**src/rtl/fifo_pkg.sv**
```systemverilog
// Shared pointer helpers and default widths for the dual-clock FIFO controllers.
// Pointer functions work on a 32-bit container; callers cast to their width.
package fifo_pkg;

    localparam int ADDR_LEN_DEF  = 6;
    localparam int DATA_SIZE_DEF = 32;
    localparam int PTR_W_MAX     = 32;

    typedef logic [PTR_W_MAX-1:0] ptr_t;

    function automatic ptr_t bin2gray(input ptr_t b);
        return b ^ (b >> 1);
    endfunction

    // Upper bits of a zero-extended input stay zero, so any width <= 32 works.
    function automatic ptr_t gray2bin(input ptr_t g);
        ptr_t b;
        b[PTR_W_MAX-1] = g[PTR_W_MAX-1];
        for (int i = PTR_W_MAX-2; i >= 0; i--)
            b[i] = b[i+1] ^ g[i];
        return b;
    endfunction

endpackage

```
**src/rtl/sync_2ff.sv**
```systemverilog
// N-bit two-flop synchronizer for Gray pointers crossing clock domains.
module sync_2ff #(
    parameter int W = 6
) (
    input  logic         i_clk,
    input  logic         i_rst_n,
    input  logic [W-1:0] i_d,
    output logic [W-1:0] o_q
);

    logic [W-1:0] r_meta;
    logic [W-1:0] r_sync;

    always_ff @(posedge i_clk or negedge i_rst_n) begin
        if (!i_rst_n) begin
            r_meta <= '0;
            r_sync <= '0;
        end else begin
            r_meta <= i_d;
            r_sync <= r_meta;
        end
    end

    assign o_q = r_sync;

endmodule

```
**src/rtl/fifo_rd_ctrl.sv**
```systemverilog
// Read-side controller of the async FIFO: pointer sync, flags, memory read port
// and a 2-entry first-word-fall-through output buffer with valid/ready.
module fifo_rd_ctrl
    import fifo_pkg::*;
#(
    parameter int DATA_SIZE     = DATA_SIZE_DEF,
    parameter int MEM_SIZE      = 32,
    parameter int ADDR_LEN      = ADDR_LEN_DEF,
    parameter int AEMPTY_THRESH = 4
) (
    input  logic                 rclk,
    input  logic                 resetn,
    input  logic [ADDR_LEN-1:0]  wptr_gray,
    output logic                 ram_r_en,
    output logic [ADDR_LEN-2:0]  ram_r_addr,
    input  logic [DATA_SIZE-1:0] ram_r_data,
    input  logic                 ram_r_valid,
    output logic [ADDR_LEN-1:0]  rptr_gray,
    output logic [DATA_SIZE-1:0] m_data,
    output logic                 m_valid,
    input  logic                 m_ready,
    output logic                 empty,
    output logic                 almost_empty,
    output logic [ADDR_LEN-1:0]  rd_count
);

    localparam logic [ADDR_LEN-1:0] AE_TH = ADDR_LEN'(AEMPTY_THRESH);
    localparam int                  MAW   = $clog2(MEM_SIZE);

    logic [ADDR_LEN-1:0]  w_wq2;
    logic [ADDR_LEN-1:0]  w_wbin;
    logic [ADDR_LEN-1:0]  w_rbin_next;
    logic [ADDR_LEN-1:0]  r_rbin;
    logic [ADDR_LEN-1:0]  r_rptr_gray;
    logic                 w_pop;
    logic                 w_push;
    logic [2:0]           w_credit;
    logic [1:0]           r_out_cnt;
    logic                 r_inflight;
    logic [DATA_SIZE-1:0] r_buf0;
    logic [DATA_SIZE-1:0] r_buf1;

    sync_2ff #(.W(ADDR_LEN)) u_wptr_sync (
        .i_clk   (rclk),
        .i_rst_n (resetn),
        .i_d     (wptr_gray),
        .o_q     (w_wq2)
    );

    assign w_wbin       = ADDR_LEN'(gray2bin(ptr_t'(w_wq2)));
    assign empty        = (ADDR_LEN'(bin2gray(ptr_t'(r_rbin))) == w_wq2);
    assign rd_count     = w_wbin - r_rbin;
    assign almost_empty = (rd_count <= AE_TH);

    // Credit counts buffered words plus the one in flight, so a fetch is only
    // issued when a slot is guaranteed on arrival; the buffer cannot overflow.
    assign w_pop    = (r_out_cnt != 2'd0) & m_ready;
    assign w_credit = {1'b0, r_out_cnt} + {2'b00, r_inflight} - {2'b00, w_pop};
    assign ram_r_en = !empty & (w_credit < 3'd2);

    assign w_rbin_next = r_rbin + {{(ADDR_LEN-1){1'b0}}, ram_r_en};
    assign ram_r_addr  = r_rbin[MAW-1:0];
    assign rptr_gray   = r_rptr_gray;

    always_ff @(posedge rclk or negedge resetn) begin
        if (!resetn) begin
            r_rbin      <= '0;
            r_rptr_gray <= '0;
            r_inflight  <= 1'b0;
        end else begin
            r_rbin      <= w_rbin_next;
            r_rptr_gray <= ADDR_LEN'(bin2gray(ptr_t'(w_rbin_next)));
            r_inflight  <= ram_r_en;
        end
    end

    // Gating with the in-flight flag drops a stale strobe from a read issued
    // before a reset.
    assign w_push = ram_r_valid & r_inflight;

    always_ff @(posedge rclk or negedge resetn) begin
        if (!resetn) begin
            r_out_cnt <= 2'd0;
            r_buf0    <= '0;
            r_buf1    <= '0;
        end else begin
            case ({w_push, w_pop})
                2'b10: begin
                    if (r_out_cnt == 2'd0) r_buf0 <= ram_r_data;
                    else                   r_buf1 <= ram_r_data;
                    r_out_cnt <= r_out_cnt + 2'd1;
                end
                2'b01: begin
                    r_buf0    <= r_buf1;
                    r_out_cnt <= r_out_cnt - 2'd1;
                end
                2'b11: begin
                    if (r_out_cnt == 2'd1) begin
                        r_buf0 <= ram_r_data;
                    end else begin
                        r_buf0 <= r_buf1;
                        r_buf1 <= ram_r_data;
                    end
                end
                default: ;
            endcase
        end
    end

    assign m_valid = (r_out_cnt != 2'd0);
    assign m_data  = r_buf0;

endmodule

```
**config.mk**
```make
export PLATFORM = sky130hd
export DESIGN_NAME = fifo_rd_ctrl
export DESIGN_NICKNAME = d
export VERILOG_FILES = /design/src/rtl/fifo_pkg.sv /design/src/rtl/sync_2ff.sv /design/src/rtl/fifo_rd_ctrl.sv
export SDC_FILE = /design/constraint.sdc
export NUM_CORES = 1
export LEC_CHECK = 0
export BUFFER_PORTS_ARGS = -buffer_cell sky130_fd_sc_hd__buf_2
export CORE_ASPECT_RATIO = 0.9
export CORE_MARGIN = 2
export CORE_UTILIZATION = 50
export CTS_BUF_LIST = sky130_fd_sc_hd__clkbuf_4 sky130_fd_sc_hd__clkbuf_8
export DETAILED_ROUTE_END_ITERATION = 10
export PLACE_DENSITY = 0.75
export SLEW_MARGIN = 20
export SYNTH_ARGS = -nofsm -noshare
export SYNTH_HDL_FRONTEND = slang
export SYNTH_SLANG_ARGS = --single-unit
```
**constraint.sdc**
```tcl
create_clock -name rclk -period 8.05 [get_ports rclk]
set_clock_uncertainty 0.2 [all_clocks]
set_input_delay 0.4025 -clock rclk [delete_from_list [all_inputs] [get_ports rclk]]
set_output_delay 0.4025 -clock rclk [all_outputs]
set_load 0.02 [all_outputs]
```
Word-level counts from Yosys, hierarchy flattened
Cells that the tools add are included.
Widths: inputs -> output; s select.
{"block": "word_totals", "ff_bits": 91, "latchBits": 0, "mem_bits_rw": 0, "mem_bits_ro": 0, "out_inout_bits": 53, "n_memories": 0}
{"block": "op_classes", "add_sub_neg": 6, "mul": 0, "n_div": 0, "magnitude_cmp": 2, "eq_ne": 8, "n_shift": 0, "n_mux": 7, "n_bitwise": 10, "reduce_logical": 8}
{"cell": "$mux 32", "count": 4}
{"cell": "$pmux 32 s3", "count": 1}
{"cell": "$pmux 32 s2", "count": 1}
{"cell": "$xor 6x5->6", "count": 2}
{"cell": "$add 6x1->6", "count": 1}
{"cell": "$eq 6x6->1", "count": 1}
{"cell": "$le 6x3->1 const B", "count": 1}
{"cell": "$ne 2x2->1 const B", "count": 3}
{"cell": "$reduce_bool 2->1", "count": 3}
{"cell": "$sub 6x6->6", "count": 1}
{"cell": "$xor 1x1->1", "count": 5}
{"cell": "$eq 2x1->1 const B", "count": 2}
{"cell": "$eq 2x2->1 const B", "count": 2}
{"cell": "$pmux 2 s2", "count": 1}
{"cell": "$add 2x1->3", "count": 1}
{"cell": "$and 1x1->1", "count": 3}
{"cell": "$lt 3x2->1 const B", "count": 1}
{"cell": "$reduce_and 3->1", "count": 1}
{"cell": "$reduce_bool 3->1", "count": 1}
{"cell": "$sub 3x1->3", "count": 1}
{"cell": "$add 2x1->2 const B", "count": 1}
{"cell": "$logic_not 2->1", "count": 1}
{"cell": "$reduce_and 2->1", "count": 1}
{"cell": "$sub 2x1->2 const B", "count": 1}
{"cell": "$logic_not 1->1", "count": 1}

Depth between registers and ports, before layout
{"block": "depth", "word_depth": 7, "ltp_mapped": 16, "depth_no_buf": 16}

Cells and area by module
Synthesis repeated with hierarchy kept, for this count alone.
{"block": "hier_totals", "cells_unflattened": 330, "hier_area_um2": 3950.0}
{"mod": "fifo_rd_ctrl", "n_inst": 1, "cells_each": 318, "area_each_um2": 3649.8, "seq_area_each_um2": 1951.9}
{"mod": "sync_2ff", "n_inst": 1, "cells_each": 12, "area_each_um2": 300.3, "seq_area_each_um2": 300.3}

Worst setup path after synthesis
No wires, ideal clock.
{"block": "synth_path", "path_kind": "flip-flop to flip-flop", "start": "register r_out_cnt[1]", "end": "register r_rptr_gray[3], in the netlist rptr_gray[3]", "t_arrival_ns": 3.329, "setup_slack_ns": 4.442, "stages_incl_launch_ff": 17, "path_buffers": 0, "synth_period_minus_slack_ns": 3.608, "cell_sequence": "dfrtp_1 > inv_1 > ha_1 > inv_1 > nand2_1 > inv_1 > ha_1 > nand2b_1 > fa_1 > xnor2_1 > nand2_1 > nor2_1 > ha_1 > ha_1 > nand2_1 > xnor2_1 > xor2_1"}
{"block": "synth_via", "elab_chain_len": 7, "elab_cells_between_ends": 8, "classes_between": "add/sub: 3; order compare: 1; bitwise: 3; reduce/logical: 1"}
{"item": "from (decl)", "line": "fifo_rd_ctrl.sv:38", "source": "logic [1:0] r_out_cnt;"}
{"item": "from (signal assigned)", "line": "fifo_rd_ctrl.sv:91", "source": "r_out_cnt <= r_out_cnt + 2'd1;"}
{"item": "from (signal assigned)", "line": "fifo_rd_ctrl.sv:95", "source": "r_out_cnt <= r_out_cnt - 2'd1;"}
{"item": "$reduce_bool 2->1"}
{"item": "via m_valid", "line": "fifo_rd_ctrl.sv:20", "source": "output logic m_valid,"}
{"item": "$and 1x1->1", "line": "fifo_rd_ctrl.sv:57", "source": "assign w_pop = (r_out_cnt != 2'd0) & m_ready;"}
{"item": "$sub 3x1->3", "line": "fifo_rd_ctrl.sv:58", "source": "assign w_credit = {1'b0, r_out_cnt} + {2'b00, r_inflight} - {2'b00, w_pop};"}
{"item": "$lt 3x2->1", "line": "fifo_rd_ctrl.sv:59", "source": "assign ram_r_en = !empty & (w_credit < 3'd2);"}
{"item": "$and 1x1->1", "line": "fifo_rd_ctrl.sv:59"}
{"item": "via ram_r_en", "line": "fifo_rd_ctrl.sv:14", "source": "output logic ram_r_en,"}
{"item": "$add 6x1->6", "line": "fifo_rd_ctrl.sv:61", "source": "assign w_rbin_next = r_rbin + {{(ADDR_LEN-1){1'b0}}, ram_r_en};"}
{"item": "$xor 6x5->6", "line": "fifo_pkg.sv:12", "source": "return b ^ (b >> 1);"}
{"item": "to (signal assigned)", "line": "fifo_rd_ctrl.sv:72", "source": "r_rptr_gray <= ADDR_LEN'(bin2gray(ptr_t'(w_rbin_next)));"}
{"item": "to (decl)", "line": "fifo_rd_ctrl.sv:34", "source": "logic [ADDR_LEN-1:0] r_rptr_gray;"}
The timed path passes the listed nets, and every way through them passes these cells.
A chain may end at the register's enable or synchronous reset.

Worst setup path in the final report
{"block": "layout_path", "start": "register u_wptr_sync.r_sync[5], in the netlist u_wptr_sync.o_q[5]", "end": "output almost_empty"}
{"block": "layout_via", "elab_chain_len": 7}
{"item": "from (decl)", "line": "sync_2ff.sv:12", "source": "logic [W-1:0] r_sync;"}
{"item": "from (signal assigned)", "line": "sync_2ff.sv:20", "source": "r_sync <= r_meta;"}
{"item": "$xor 1x1->1 (5 in a row)", "line": "fifo_pkg.sv:20", "source": "b[i] = b[i+1] ^ g[i];"}
{"item": "$sub 6x6->6 (*)", "line": "fifo_rd_ctrl.sv:52", "source": "assign rd_count = w_wbin - r_rbin;"}
{"item": "$le 6x3->1 (*)", "line": "fifo_rd_ctrl.sv:53", "source": "assign almost_empty = (rd_count <= AE_TH);"}
{"item": "to (decl)", "line": "fifo_rd_ctrl.sv:23", "source": "output logic almost_empty,"}
Every way passes the cells marked *; elsewhere a longest branch is shown, timed or not.

==> results_dict.tcl <==
set metrics [dict create \
    p_per_area_nw_per_um2 429 \
    crit_chain "xor2_1, xnor2_1, xnor2_1, ha_1, nor2b_1, o31a_1, a311o_1, nor4b_2, buf_2" \
    slowest_delay_ns 0.43 \
    drt_iter0_drc 106 \
    insertedDiodeCount 0 \
    grt.overflow.total 0 \
    yosysSeqAreaShare_pct 57.0 \
    synthAdderAreaFrac_pct 6.08 \
    ir_worst_vdd_mv 0.168 \
    syn_area_per_cell_um2 12.0 \
    rr_startpoint "r_out_cnt[1]$_DFFE_PN0P_" \
    drive_above_1_share_pct 34.7 \
    postCtsSetupBuffers 0 \
    viasPerCell 5.09 \
    dieArea_um2 8630 \
    synth-async-reset-ratio_pct 100 \
    nets 493 \
    cts.sinks 90 \
    status "finished, final reports clean" \
    critPathTopFamily "XOR/XNOR gates" \
    path_class "flop to output pin" \
    startpoint_type "flop" \
    fmax_mhz 264 \
    cp_num_buf_inv 1 \
    critPathCaptureType "output pin" \
    dpl.cell_count 510 \
    crit_start "u_wptr_sync.o_q[5]$_DFF_PN0_" \
    ios 95 \
    vias 2717 \
    drv_cap 0 \
    avgRoutedWirePerCell_um 14.8 \
    cts_max_path_buffers 2 \
    num_rows 30 \
    crit_top_cell "xnor2_1" \
    yosysWarnings 0 \
    drc 0 \
    swShare_pct 41.4 \
    die_h_um 88.3 \
    worstPathMaxFanout 4 \
    core-area_um2 7620 \
    synth_top_family_by_area "compound AO/OA/AOI/OAI gates" \
    cts_tree "done" \
    die_w_um 97.7 \
    rr_worst_depth 16 \
    cts_resized 0 \
    area_delta_synth_final_pct 21.5 \
    hold_path.class "primary input to flop" \
    initial_core_util_pct 51.8 \
    required_ns 7.45 \
    final_cells 534 \
    period_share_pct 47.0 \
    grt_max_degree 50 \
    synth-simple-area-share_pct 5.64 \
    setup_viol 0 \
    slew_headroom_pct 56.7 \
    rsz0062_at_grt "no" \
    muxShareOfSynthArea_pct 9.12 \
    tns_ns 0 \
    grt_pass1_wl_um 13200 \
    worst_ep_arrival_time_ns 3.18 \
    syn_nets 390 \
    grt_usage_pct 19.5 \
    synth_ff_type "dfrtp_1" \
    clockPowerShare_pct 14.6 \
    dp_hpwl_um 5480 \
    slew_violations 0 \
    synth-compound-area-share_pct 12.5 \
    r2r-end "rptr_gray[3]$_DFF_PN0_" \
    p_sw_uw 852 \
    htree_levels 3 \
    period_needed_ns 3.79 \
    seqPwrFrac_pct 37.1 \
    ant_nets 0 \
    worst-path-stages 9 \
    root_buffer "clkbuf_8" \
    cp_slowest_cell "dfrtp_1" \
    p_int_mw 1.21 \
    grt_pass1_vias 2773 \
    combinationalPowerShare_pct 48.3 \
    ys_types 31 \
    worstSkewPairLatency_ns 0.35 \
    totalWireLength_um 7890 \
    r2r_setup_slack_ns 4.52 \
    drt_first_pass_iters 4 \
    worst_slew_pin_slew_ns 0.648 \
    antenna_found_initial 0 \
    cts_buffers 9 \
    synth_cells 330 \
    synth_edf_count 0 \
    gp_congestion 0.853 \
    hold_violations 0 \
    io_buffers 94 \
    syn-cell-area_um2 3950 \
    ys_ff_latch 90 \
    path_clk_slew_ns 0.09 \
    nFillCells 634 \
    worstSetupEndpoint "almost_empty" \
    synth_xor_area_share_pct 6.62 \
    p_leak_nw 2.31 \
]
power groups by stage:
stage          clock network, mW  logic, mW  registers [mW]
3_5_place_dp                   0      0.999           0.772
5_1_grt                    0.328       1.11           0.788
2_1_floorplan                  0      0.606           0.872
3_3_place_gp                   0      0.972           0.762
6_report                   0.300      0.995           0.763
4_1_cts                    0.309       1.00           0.764
what timing repair did:
action | 4_1_cts | 5_1_grt
endpoints found under the setup margin | 0 | 0
hold endpoints to repair | 47 | 0
hold buffers | 7 | 0
cells by family after synthesis:
group / count (synthesis)
fa+ha+maj: 18
simple gates: 52
buf+inv: 31
mux: 32
xor+xnor: 29
flops: 90
compound gates: 78
flip-flops by register name (all words and copies together) (netlist names):
signal              flops
r_buf1                 32
r_out_cnt               2
rptr_gray               5
r_inflight              1
r_rbin                  6
u_wptr_sync.o_q         6
u_wptr_sync.r_meta      6
m_data                 32
through the flow:
step	setup WS, ns	total power [mW]	cell area [µm²]	hold WS, ns	util, %
after global routing	4.02	2.22	4800	0.0729	63.0
after detailed placement	4.52	1.77	4530	0.135	59.5
final	4.26	2.06	4800	0.0941	63.0
after global placement	4.67	1.73	4530	0.133	59.5
after CTS	4.24	2.08	4790	0.0777	62.9
after floorplan	4.44	1.48	3950	-0.0931	-
cell usage in the layout, fill, tap and decap left out, drive strengths merged, types with 2 or more instances in the layout:
cell / Yosys / layout
buf: 6 / 99
inv: 16 / 17
o21ai: 36 / 36
clkbuf: 9 / 10
fa: 2 / 2
a22oi: 32 / 32
mux2: 32 / 32
clkinv: 0 / 3
xor2: 11 / 11
a21oi: 4 / 4
nor2: 3 / 3
ha: 16 / 16
xnor2: 18 / 18
dlygate4sd3: 0 / 7
nand2: 41 / 41
dfrtp: 90 / 90
clkinvlp: 0 / 2
worst reg2reg max path: cells and delay by family, from the launching register on:
family                   cells  cell delay [ns]
buffers and inverters        3             0.37
flip-flops                   1             0.42
AND/OR/NAND/NOR              5             0.57
XOR/XNOR                     3             0.61
adder cells (fa/ha/maj)      5             1.30
synth_stat cells, drive strengths merged, types with 2 or more instances:
cell type,number,area share [%]
clkbuf,9,0.86
a22oi,32,6.1
a21oi,4,0.60
fa,2,1.0
nor2,3,0.29
o21ai,36,4.6
ha,16,5.1
xnor2,18,4.0
inv,16,1.5
dfrtp,90,57
nand2,41,3.9
xor2,11,2.6
mux2,32,9.1
buf,6,0.67
metal layers:
layer | global-route usage [%] | share of wire (%) | vias to the layer above
li1 | - | - | 1350
met1 | 26.0 | 46 | 1287
met2 | 31.0 | 48 | 69
met3 | 6.64 | 5.4 | 11
met4 | 5.56 | 1.3 | 0
met5 | 0 | 0 | -
layout make-up:
cell class	instances	area (µm²)	share of cell area, %
Timing Repair Buffer	107	588	12.2
Tap cell	96	120	2.50
Sequential cell	90	2250	46.9
Clock inverter	7	68.8	1.43
Clock buffer	9	124	2.58
Inverter	16	60.1	1.25
Multi-Input combinational cell	209	1590	33.1
worst min path at each step:
| stage | cells past startpoint | to | startpoint | slack, ns |
|---|---|---|---|---|
| 6_report | 2 | r_buf1[9]$_DFFE_PN0P_ | ram_r_data[9] | 0.09 |
| 5_1_grt | 2 | r_buf1[26]$_DFFE_PN0P_ | ram_r_data[26] | 0.07 |
| 2_1_floorplan | 0 | m_data[0]$_DFFE_PN0P_ | resetn | -0.09 |
| 3_5_place_dp | 0 | u_wptr_sync.o_q[1]$_DFF_PN0_ | u_wptr_sync.r_meta[1]$_DFF_PN0_ | 0.13 |
| 3_3_place_gp | 0 | u_wptr_sync.o_q[3]$_DFF_PN0_ | u_wptr_sync.r_meta[3]$_DFF_PN0_ | 0.13 |
| 4_1_cts | 2 | r_buf1[9]$_DFFE_PN0P_ | ram_r_data[9] | 0.08 |
(Power assumes the default switching activity.)
